### src/rtl/vliw_fetch_pkg.sv
// Shared definitions for the fetch/align stage: widths, parcel encodings, FSM states.
package vliw_fetch_pkg;

  localparam int PC_W     = 5;
  localparam int PARCEL_W = 16;
  localparam int WIN_W    = 48;

  // Low two bits of the first parcel equal to this mark a 32-bit instruction.
  localparam logic [1:0]          LEN32_CODE = 2'b11;
  localparam logic [PARCEL_W-1:0] NOP_PARCEL = 16'h0000;

  typedef enum logic [0:0] {
    RUN = 1'b0,
    END = 1'b1
  } fetch_state_t;

endpackage

### src/rtl/ifetch_len_decode.sv
// Combinational length decode of the fetch window: classifies the parcel at pc
// and assembles the aligned 32-bit instruction word.
import vliw_fetch_pkg::*;

module ifetch_len_decode (
  input  logic [WIN_W-1:0] IR,
  output logic             is16,
  output logic             is_pad,
  output logic [31:0]      instr32,
  output logic [1:0]       adv
);

  logic [PARCEL_W-1:0] p0;
  logic [PARCEL_W-1:0] p1;
  logic                unused_p2;

  assign p0 = IR[PARCEL_W-1:0];
  assign p1 = IR[2*PARCEL_W-1:PARCEL_W];
  // The third parcel is only provided by the memory for wider future formats.
  assign unused_p2 = ^IR[WIN_W-1:2*PARCEL_W];

  // Classify the first parcel and build the zero-extended or full instruction.
  always_comb begin
    is16    = (p0[1:0] != LEN32_CODE);
    is_pad  = (p0 == NOP_PARCEL);
    instr32 = is16 ? {16'h0000, p0} : {p1, p0};
    adv     = is16 ? 2'd1 : 2'd2;
  end

endmodule

### src/rtl/ifetch_align.sv
// Fetch/align stage: walks the parcel memory, splits compact/full instructions
// and hands one aligned instruction per cycle to decode over valid/ready.
// Optional macro IFETCH_NOP_SKIP_EN: when defined, zero padding parcels are
// skipped instead of being issued as compact zero instructions.
//
// state | meaning
// RUN   | fetching and issuing instructions
// END   | last parcel consumed or straddling instruction found; pc frozen
import vliw_fetch_pkg::*;

module ifetch_align (
  input  logic             clk,
  input  logic             reset,
  output logic [PC_W-1:0]  pc_5bits,
  input  logic [WIN_W-1:0] IR,
  input  logic             redirect_valid,
  input  logic [PC_W-1:0]  redirect_pc,
  output logic             instr_valid,
  input  logic             instr_ready,
  output logic [31:0]      instr,
  output logic             instr_is16,
  output logic [PC_W-1:0]  instr_pc,
  output logic             fetch_done,
  output logic             fetch_err
);

  fetch_state_t    state;
  logic [PC_W-1:0] pc;
  logic            dec_is16;
  logic            dec_pad;
  logic [31:0]     dec_instr;
  logic [1:0]      dec_adv;
  logic            pad;
  logic [PC_W:0]   pc_next_ext;
  logic            last_hit;
  logic            straddle;
  logic            slot_free;

  ifetch_len_decode u_len_decode (
    .IR      (IR),
    .is16    (dec_is16),
    .is_pad  (dec_pad),
    .instr32 (dec_instr),
    .adv     (dec_adv)
  );

`ifdef IFETCH_NOP_SKIP_EN
  assign pad = dec_pad;
`else
  logic unused_pad;
  assign unused_pad = dec_pad;
  assign pad        = 1'b0;
`endif

  assign pc_5bits = pc;

  // Extra carry bit detects consuming the last parcel without wrapping pc.
  always_comb begin
    pc_next_ext = {1'b0, pc} + {{(PC_W-1){1'b0}}, dec_adv};
    last_hit    = pc_next_ext[PC_W];
    straddle    = !dec_is16 && (pc == {PC_W{1'b1}});
    slot_free   = !instr_valid || instr_ready;
  end

  // Fetch FSM, pc and output register; redirect overrides everything.
  always_ff @(posedge clk or negedge reset) begin
    if (!reset) begin
      state       <= RUN;
      pc          <= '0;
      instr_valid <= 1'b0;
      instr       <= '0;
      instr_is16  <= 1'b0;
      instr_pc    <= '0;
      fetch_done  <= 1'b0;
      fetch_err   <= 1'b0;
    end else if (redirect_valid) begin
      state       <= RUN;
      pc          <= redirect_pc;
      instr_valid <= 1'b0;
      fetch_done  <= 1'b0;
      fetch_err   <= 1'b0;
    end else begin
      case (state)
        RUN: begin
          if (slot_free) begin
            if (straddle) begin
              instr_valid <= 1'b0;
              fetch_err   <= 1'b1;
              fetch_done  <= 1'b1;
              state       <= END;
            end else begin
              if (pad) begin
                instr_valid <= 1'b0;
              end else begin
                instr_valid <= 1'b1;
                instr       <= dec_instr;
                instr_is16  <= dec_is16;
                instr_pc    <= pc;
              end
              // pc stays on the last parcel rather than wrapping to 0.
              if (last_hit) begin
                fetch_done <= 1'b1;
                state      <= END;
              end else begin
                pc <= pc_next_ext[PC_W-1:0];
              end
            end
          end
        end
        END: begin
          if (instr_ready) instr_valid <= 1'b0;
        end
        default: state <= RUN;
      endcase
    end
  end

endmodule
### config.mk
export PLATFORM = sky130hd
export DESIGN_NAME = ifetch_align
export DESIGN_NICKNAME = d
export VERILOG_FILES = /design/src/rtl/vliw_fetch_pkg.sv /design/src/rtl/ifetch_len_decode.sv /design/src/rtl/ifetch_align.sv
export SDC_FILE = /design/constraint.sdc
export NUM_CORES = 1
export LEC_CHECK = 0
export BUFFER_PORTS_ARGS = -buffer_cell sky130_fd_sc_hd__buf_2
export CAP_MARGIN = 5
export CORE_MARGIN = 4
export CORE_UTILIZATION = 42
export CTS_BUF_LIST = sky130_fd_sc_hd__clkbuf_16
export DETAILED_ROUTE_END_ITERATION = 6
export PLACE_DENSITY = 0.75
export SYNTH_ARGS = -nofsm -noshare
export SYNTH_HDL_FRONTEND = slang
export SYNTH_HIERARCHICAL = 1
export SYNTH_SLANG_ARGS = --single-unit
### constraint.sdc
create_clock -name clk -period 1.6 [get_ports clk]
set_input_delay 0.32 -clock clk [delete_from_list [all_inputs] [get_ports clk]]
set_output_delay 0.32 -clock clk [all_outputs]
set_load 0.1 [all_outputs]
Word level (Yosys, flattened, before mapping)
Cells that the tools add are included.

Output and inout bits: 46. Flip-flop bits (word level): 47.

$add $sub $neg: 1. Mux-type cells: 26. Reduce and logical (&&, ||, !) cells: 12. Bitwise logic cells: 3. Equal/unequal tests: 7.

Operators with widths (number): 32-bit two-way mux (1); 5-bit two-way mux (5); 1-bit two-way mux (18); 2-bit inequality test (second input constant) (4); 4-bit AND reduction (2); 5-bit by 2-bit adder with 6-bit output (1); 3-bit inequality test (second input constant) (2); 3-bit AND reduction (2); 5-bit == test (second input constant) (1); 2-bit nonzero test (2); 1-bit NOT (3); 3-bit nonzero test (1); 1-bit zero test (2); 2-bit two-way mux (1); 1-bit case mux with 2 select lines (1); 2-bit AND reduction (1); 1-bit logical AND (1); 1-bit logical OR (1).

Depth between registers and ports, before layout
Gate-level depths: netlist of the first run.

Depth after elaboration: 8. Depth in mapped cells: 8. Depth with buffers taken out: 7.

Cells and area by module
The synthesis of the first run kept the hierarchy.

Modules (own cells, without submodules): ifetch_align (times used 1, cells each 136, area an instance 2014.4 sq um, seq. area each 1176.1 sq um); ifetch_len_decode (times used 1, cells each 42, area an instance 280.3 sq um, seq. area each 0.0 sq um).

Worst setup path after synthesis of the first run
Ideal clock, no wire load.

Path kind: register to register. From: register pc[1] (netlist: pc_5bits[1]). To: register instr[10]. Library setup time: 0.125 ns. Arrival time: 2.143 ns. Path buffers: 2. Path slack: -0.668 ns. Cell stages (with the launch flop): 7. Cells stage by stage: dfrtp_1 nand3b_1 nor2_2 or3_4 buf_6 buf_6 mux2_4.

Longest elaborated chain between the ends: 4.

RTL lines: from (decl) (line ifetch_align.sv:28) `logic [PC_W-1:0] pc;`; from (signal assigned) (line ifetch_align.sv:78) `pc <= redirect_pc;`; from (signal assigned) (line ifetch_align.sv:105) `pc <= pc_next_ext[PC_W-1:0];`; 5-bit == test (line ifetch_align.sv:61) `straddle = !dec_is16 && (pc == {PC_W{1'b1}});`; 1-bit logical AND (line ifetch_align.sv:61); 1-bit NOT (no source line); 4-bit AND reduction (no source line); to (signal assigned) (line ifetch_align.sv:96) `instr <= dec_instr;`; to (decl) (line ifetch_align.sv:20) `output logic [31:0] instr,`.

No other way between the ends. A chain may end at the register's enable or synchronous reset.

Worst setup path after layout of the first run
Same ends and word-level chain as after synthesis.

==> results.ini, run 1 <==
[global_routing]
grt_pass1_vias = 1579
gr-usage-all-layers_pct = 14.3
antenna_found_initial = 0
first_pass_grt_wire_length_um = 7320
overflow = 0
grt_max_degree = 29

[sta]
final_critical_path_setup_slack_ns = -0.0762
fmax_mhz = 597
rsz_0062_raised_after_global_routing = yes
slew_violations = 0
shortest_clock_period_the_worst_path_allows_after_layout_ns = 1.68
fin_hold_ws_ns = 0.0130
min_period_over_period_pct = 105
worst_pin_slew_ns = 0.497
timing.max_slew.rel_slack_pct = 67.1
clock-skew-final_ns = 0.00341
timing.final.hold_violations = 0
setup_viol_count_final = 39

[setup_path]
timing.critical_path.required_ns = 1.76
worst_r2r_endpoint = instr[10]
worst_setup_path_end_kind = flip-flop
reg2reg_setup_slack_ns = -0.08
worst_r2r_path_depth = 5
crit_path_max_fanout = 21
arrival_ns = 1.84
worstSetupStartpointType = flip-flop
origin_of_the_critical_flop_to_flop_path = pc_5bits[1]
crit_type = reg -> reg

[clocking]
htree_levels = 2
cts_buffers = 5
clkLatencyLatePin_ns = 0.28
path_clk_slew_ns = 0.06
cts_sinks = 47
cts-root-to-sink-buffers = 2
clock_tree.root_cell = sky130_fd_sc_hd__clkbuf_16
cts_tree = done

[drt]
totalWireLength_um = 4840
post_drt_via_cell_ratio = 4.90
dr_total_vias = 1646
wire_per_inst_um = 14.4
drt-pass1-iter-count = 5
drt_iter0_drc = 43
detail-route-antenna-nets = 0
drc = 0

[synthesis]
synth-warning-count = 6
postSynthCellCount = 173
mappedNetlistNets = 233
mappedNetlistArea_um2 = 2260
syn_avg_cell_area_um2 = 13.1

[layout]
final_layout_size_suffix_gt1_share_pct = 65.8
most-common-layout-cells = 86 x sky130_fd_sc_hd__buf_2, 41 x sky130_fd_sc_hd__dfrtp_1, 19 x sky130_fd_sc_hd__mux2_4, 19 x sky130_fd_sc_hd__buf_4, 18 x sky130_fd_sc_hd__mux2_2
final_common_cell = sky130_fd_sc_hd__buf_2
ant_diodes = 0
final_design_area_no_fill_um2 = 3080
final_net_count = 325
area_growth_pct = 36.3
final_core_utilization_pct = 59.6

[placed_design]
placedInstanceArea_um2 = 2810
dp_hpwl_um = 3570
buffer_ports.inserted = 86
gp_congestion = 0.780

[power]
sw_share_pct = 41.9
seq_power_share_pct = 31.0
power_switching_mw = 1.94
leakage_power_summed_over_all_cells_nw = 1.62
power.density_nw_per_um2 = 1500
clock_power_share_pct = 27.8
ir_worst_vdd_mv = 0.678
share_comb_of_total_power_pct = 41.2
internal_power_mw = 2.69

[worst_hold_path]
worstHoldPathType = in -> async

[floorplanning]
floorplan.die.height_um = 81.4
starting_density_of_the_core_pct = 43.7
placementRows = 26
core_area_um2 = 5170
floorplan.die_area_um2 = 6620
die_w_um = 81.4
io_pins = 103

[outcome]
run_status = complete, but fails checks
violations = setup timing

[flow_run]
maxCapViolations = 0

-- flip-flops by register name, indices dropped and copies added (netlist names) --
register,cells
instr,32
instr_pc,5
pc_5bits,5
fetch_done,1
fetch_err,1
instr_is16,1
instr_valid,1
state,1
-- power groups by stage --
stage | clock [mW] | combinational [mW] | sequential, mW
after floorplan | 0 | 0.367 | 2.60
after global placement | 0 | 1.85 | 1.45
after detailed placement | 0 | 1.86 | 1.46
after CTS | 1.33 | 1.88 | 1.44
after global routing | 1.39 | 1.98 | 1.45
final | 1.29 | 1.91 | 1.44
-- worst max-delay path: stages, from the launching register on --
cell                       delay, ns
sky130_fd_sc_hd__dfrtp_4        0.48
sky130_fd_sc_hd__nand3b_1       0.13
sky130_fd_sc_hd__nor2_2         0.05
sky130_fd_sc_hd__or3_4          0.40
sky130_fd_sc_hd__buf_12         0.18
sky130_fd_sc_hd__mux2_4         0.30
-- timing repair --
action,4_1_cts,5_1_grt
pin swaps,2,11
endpoints found under the setup margin,41,43
hold buffers,0,0
hold endpoints to repair,0,0
buffers inserted,1,2
resized for setup,4,11
-- worst max-delay path by stage --
stage	from	to	slack, ns	cells after the start
after global routing	pc_5bits[0]	instr[8]	-0.13	5
after global placement	IR[0]	instr[12]	-0.22	7
after CTS	pc_5bits[1]	instr[8]	-0.09	5
final	pc_5bits[1]	instr[10]	-0.08	5
after detailed placement	IR[0]	instr[8]	-0.23	7
after floorplan	pc_5bits[1]	instr[10]	-0.33	6
-- metrics by stage --
step	TNS (ns)	total power, mW	setup WS [ns]	cells
floorplan	-10.13	2.97	-0.330	173
global placement	-8.12	3.29	-0.219	326
detailed placement	-8.52	3.32	-0.229	326
CTS	-2.29	4.65	-0.0903	335
global route	-3.99	4.82	-0.131	336
finish	-1.79	4.63	-0.0762	336
-- routing by layer --
layer  routed length, um  GRT usage [%]  part of all wire (%)  up-vias
met2                2420           25.1                    50       60
met3                 401           4.32                   8.3        4
met4                  26           3.04                  0.54        0
li1                    -              -                     -      775
met1                1990           17.4                    41      807
met5                   0              0                     0        -
-- cell type report --
type,instances,area [um2]
Tap cell,70,87.6
Timing Repair Buffer,109,636
Sequential cell,47,1200
Clock buffer,5,125
Clock inverter,3,63.8
Multi-Input combinational cell,99,962
Fill cell,431,2090
Inverter,3,11.3
Power figures use the tool's default switching activity.
==> inputs of run 2 (changes only) <==
--- a/config.mk
+++ b/config.mk
@@ -16,3 +16,4 @@
 export SYNTH_HDL_FRONTEND = slang
 export SYNTH_HIERARCHICAL = 1
 export SYNTH_SLANG_ARGS = --single-unit
+export TNS_END_PERCENT = 20
==> results.ini, run 2 (same netlist as run 1, synthesis figures left out) <==
[clocking]
post-cts-setup-buffers = 0  ; was 1
clkLatencyLatePin_ns = 0.28  ; about the same
clock_tree.root_cell = sky130_fd_sc_hd__clkbuf_16  ; unchanged
path_clk_slew_ns = 0.06  ; about the same
cts_sinks = 47  ; unchanged
htree_levels = 2  ; unchanged
cts_tree = done  ; unchanged
cts-root-to-sink-buffers = 2  ; unchanged
cts_buffers = 5  ; unchanged

[sta]
rsz_0062_raised_after_global_routing = yes  ; unchanged
worst_pin_slew_ns = 0.498  ; was 0.497 ns
setup_viol_count_final = 39  ; unchanged
clock-skew-final_ns = 0.00310  ; was 0.00341 ns
final_critical_path_setup_slack_ns = -0.104  ; was -0.0762 ns
fin_hold_ws_ns = 0.243  ; was 0.0130 ns
slew_violations = 0  ; unchanged
timing.final.hold_violations = 0  ; unchanged
min_period_over_period_pct = 107  ; was 105%
timing.max_slew.rel_slack_pct = 67.0  ; was 67.1%
fmax_mhz = 587  ; was 597 MHz
shortest_clock_period_the_worst_path_allows_after_layout_ns = 1.70  ; was 1.68 ns

[placed_design]
dp_hpwl_um = 3680  ; was 3570 um
gp_congestion = 0.713  ; was 0.780
buffer_ports.inserted = 86  ; unchanged
place_worst_setup_slack_ns = -0.226  ; was -0.229 ns

[global_routing]
grt_max_degree = 34  ; was 29
gr-usage-all-layers_pct = 15.4  ; was 14.3%
grt_pass1_vias = 1663  ; was 1579
first_pass_grt_wire_length_um = 7880  ; was 7320 um
overflow = 0  ; unchanged
antenna_found_initial = 0  ; unchanged

[setup_path]
timing.critical_path.slowest_stage_cell = sky130_fd_sc_hd__dfrtp_4  ; unchanged
crit_cells = 5  ; unchanged
cp_cell_sequence = nand3b_1 -> nor2_2 -> or3_4 -> buf_12 -> mux2_4  ; unchanged
origin_of_the_critical_flop_to_flop_path = pc_5bits[1]  ; unchanged
timing.critical_path.required_ns = 1.76  ; about the same
worst_r2r_path_depth = 5  ; unchanged
reg2reg_setup_slack_ns = -0.10  ; was -0.08 ns
worstSetupStartpointType = flip-flop  ; unchanged
arrival_ns = 1.87  ; was 1.84 ns
cp_buf_inv_count = 1  ; unchanged
crit_path_max_fanout = 16  ; was 21
worstSetupStartpoint = pc_5bits[1]  ; unchanged
setup.worst_path.end = instr[17]  ; was instr[10]
cpPeakStageDelay_ns = 0.49  ; was 0.48 ns
worst_r2r_endpoint = instr[17]  ; was instr[10]
worst_setup_path_end_kind = flip-flop  ; unchanged
crit_type = reg -> reg  ; unchanged
critical_path.top_delay_family = simple AND/OR/NAND/NOR gates  ; unchanged

[drt]
drt_iter0_drc = 34  ; was 43
post_drt_via_cell_ratio = 4.82  ; was 4.90
drt-pass1-iter-count = 4  ; was 5
detail-route-antenna-nets = 0  ; unchanged
wire_per_inst_um = 14.5  ; was 14.4 um
met2WireLength_um = 2350  ; was 2420 um
drc = 0  ; unchanged
dr_total_vias = 1621  ; was 1646
routedLengthMet1_um = 2130  ; was 1990 um
highest_layer = met4  ; unchanged
detailroute.wirelength.met3_um = 360  ; was 401 um
totalWireLength_um = 4870  ; was 4840 um

[layout]
area_growth_pct = 33.1  ; was 36.3%
final_core_utilization_pct = 58.2  ; was 59.6%
largest_register_ffs = 32  ; unchanged
regMostFlops = instr  ; unchanged
final_layout_size_suffix_gt1_share_pct = 64.3  ; was 65.8%
final_net_count = 325  ; unchanged
ant_diodes = 0  ; unchanged
seqCellArea_um2 = 1190  ; was 1200 um2
most-common-layout-cells = 86 x sky130_fd_sc_hd__buf_2, 41 x sky130_fd_sc_hd__dfrtp_1, 19 x sky130_fd_sc_hd__mux2_4, 19 x sky130_fd_sc_hd__buf_4, 18 x sky130_fd_sc_hd__mux2_2  ; unchanged
final_common_cell = sky130_fd_sc_hd__buf_2  ; unchanged
multi_input_area_um2 = 933  ; was 962 um2
final.fill_count = 441  ; was 431

[power]
ir_worst_vdd_mv = 0.705  ; was 0.678 mV
power.density_nw_per_um2 = 1440  ; was 1500 nW/um2
leakage_power_summed_over_all_cells_nw = 1.59  ; was 1.62 nW

[floorplanning]
io_pins = 103  ; unchanged
starting_density_of_the_core_pct = 43.7  ; unchanged
placementRows = 26  ; unchanged
floorplan.die.height_um = 81.4  ; unchanged
die_w_um = 81.4  ; unchanged
floorplan.die_area_um2 = 6620  ; unchanged
core_area_um2 = 5170  ; unchanged

[outcome]
violations = setup timing  ; unchanged
run_status = complete, but fails checks  ; unchanged

[flow_run]
maxCapViolations = 0  ; unchanged

[worst_hold_path]
holdPathStages = 3
worstHoldPathType = in -> reg  ; was in -> async

## run 2: power by group
part           internal, mW  switching [mW]  leakage, nW  total, mW
registers              1.35          0.0812        0.577       1.43
clock network         0.575           0.431       0.0658       1.01
logic                 0.435            1.45        0.942       1.89
total                  2.36            1.96         1.59       4.32
## run 2: what timing repair did
| action | 4_1_cts | 5_1_grt |
|---|---|---|
| hold endpoints to repair | 14 | 0 |
| gates resized for setup | 5 | 5 |
| hold buffers | 1 | 0 |
| pin swaps | 1 | 1 |
| setup endpoints to repair | 44 | 45 |
## run 2: metrics by stage
stage / cell area, um2 / setup TNS (ns) / cells / power, mW
after floorplan: 2280 / -10.90 / 173 / 2.95
after global placement: 2810 / -7.09 / 327 / 3.29
after detailed placement: 2810 / -8.39 / 327 / 3.32
after CTS: 2980 / -3.08 / 336 / 4.36
after global routing: 3010 / -4.63 / 336 / 4.52
final: 3010 / -2.82 / 336 / 4.32
## run 2: routing by layer
metal / global-route usage [%] / up-vias
li1: - / 775
met1: 19.2 / 787
met2: 26.7 / 54
met3: 3.99 / 5
met4: 3.55 / 0
met5: 0 / -
## run 2: final cells by class
type	instances	area share [%]
flip-flops and latches	47	39.5
inverters	3	0.374
repair buffers	109	21.4
clock buffers	5	4.16
clock inverters	3	0.665
well taps	70	2.91
multi-input cells	99	31.0
## run 2: worst min path at each step
stage                               from  slack [ns]     endpoint
after floorplan                    reset        0.02   fetch_done
after global routing      redirect_pc[4]        0.24  pc_5bits[4]
after detailed placement           reset        0.26     instr[1]
after CTS                 redirect_pc[3]        0.23  pc_5bits[3]
after global placement             reset        0.25    instr[14]
final                     redirect_pc[3]        0.24  pc_5bits[3]
## run 2: tightest hold or removal path, cell delays in order
cell	delay, ns
sky130_fd_sc_hd__buf_2	0.07
sky130_fd_sc_hd__nand2_1	0.03
sky130_fd_sc_hd__o21ai_0	0.06
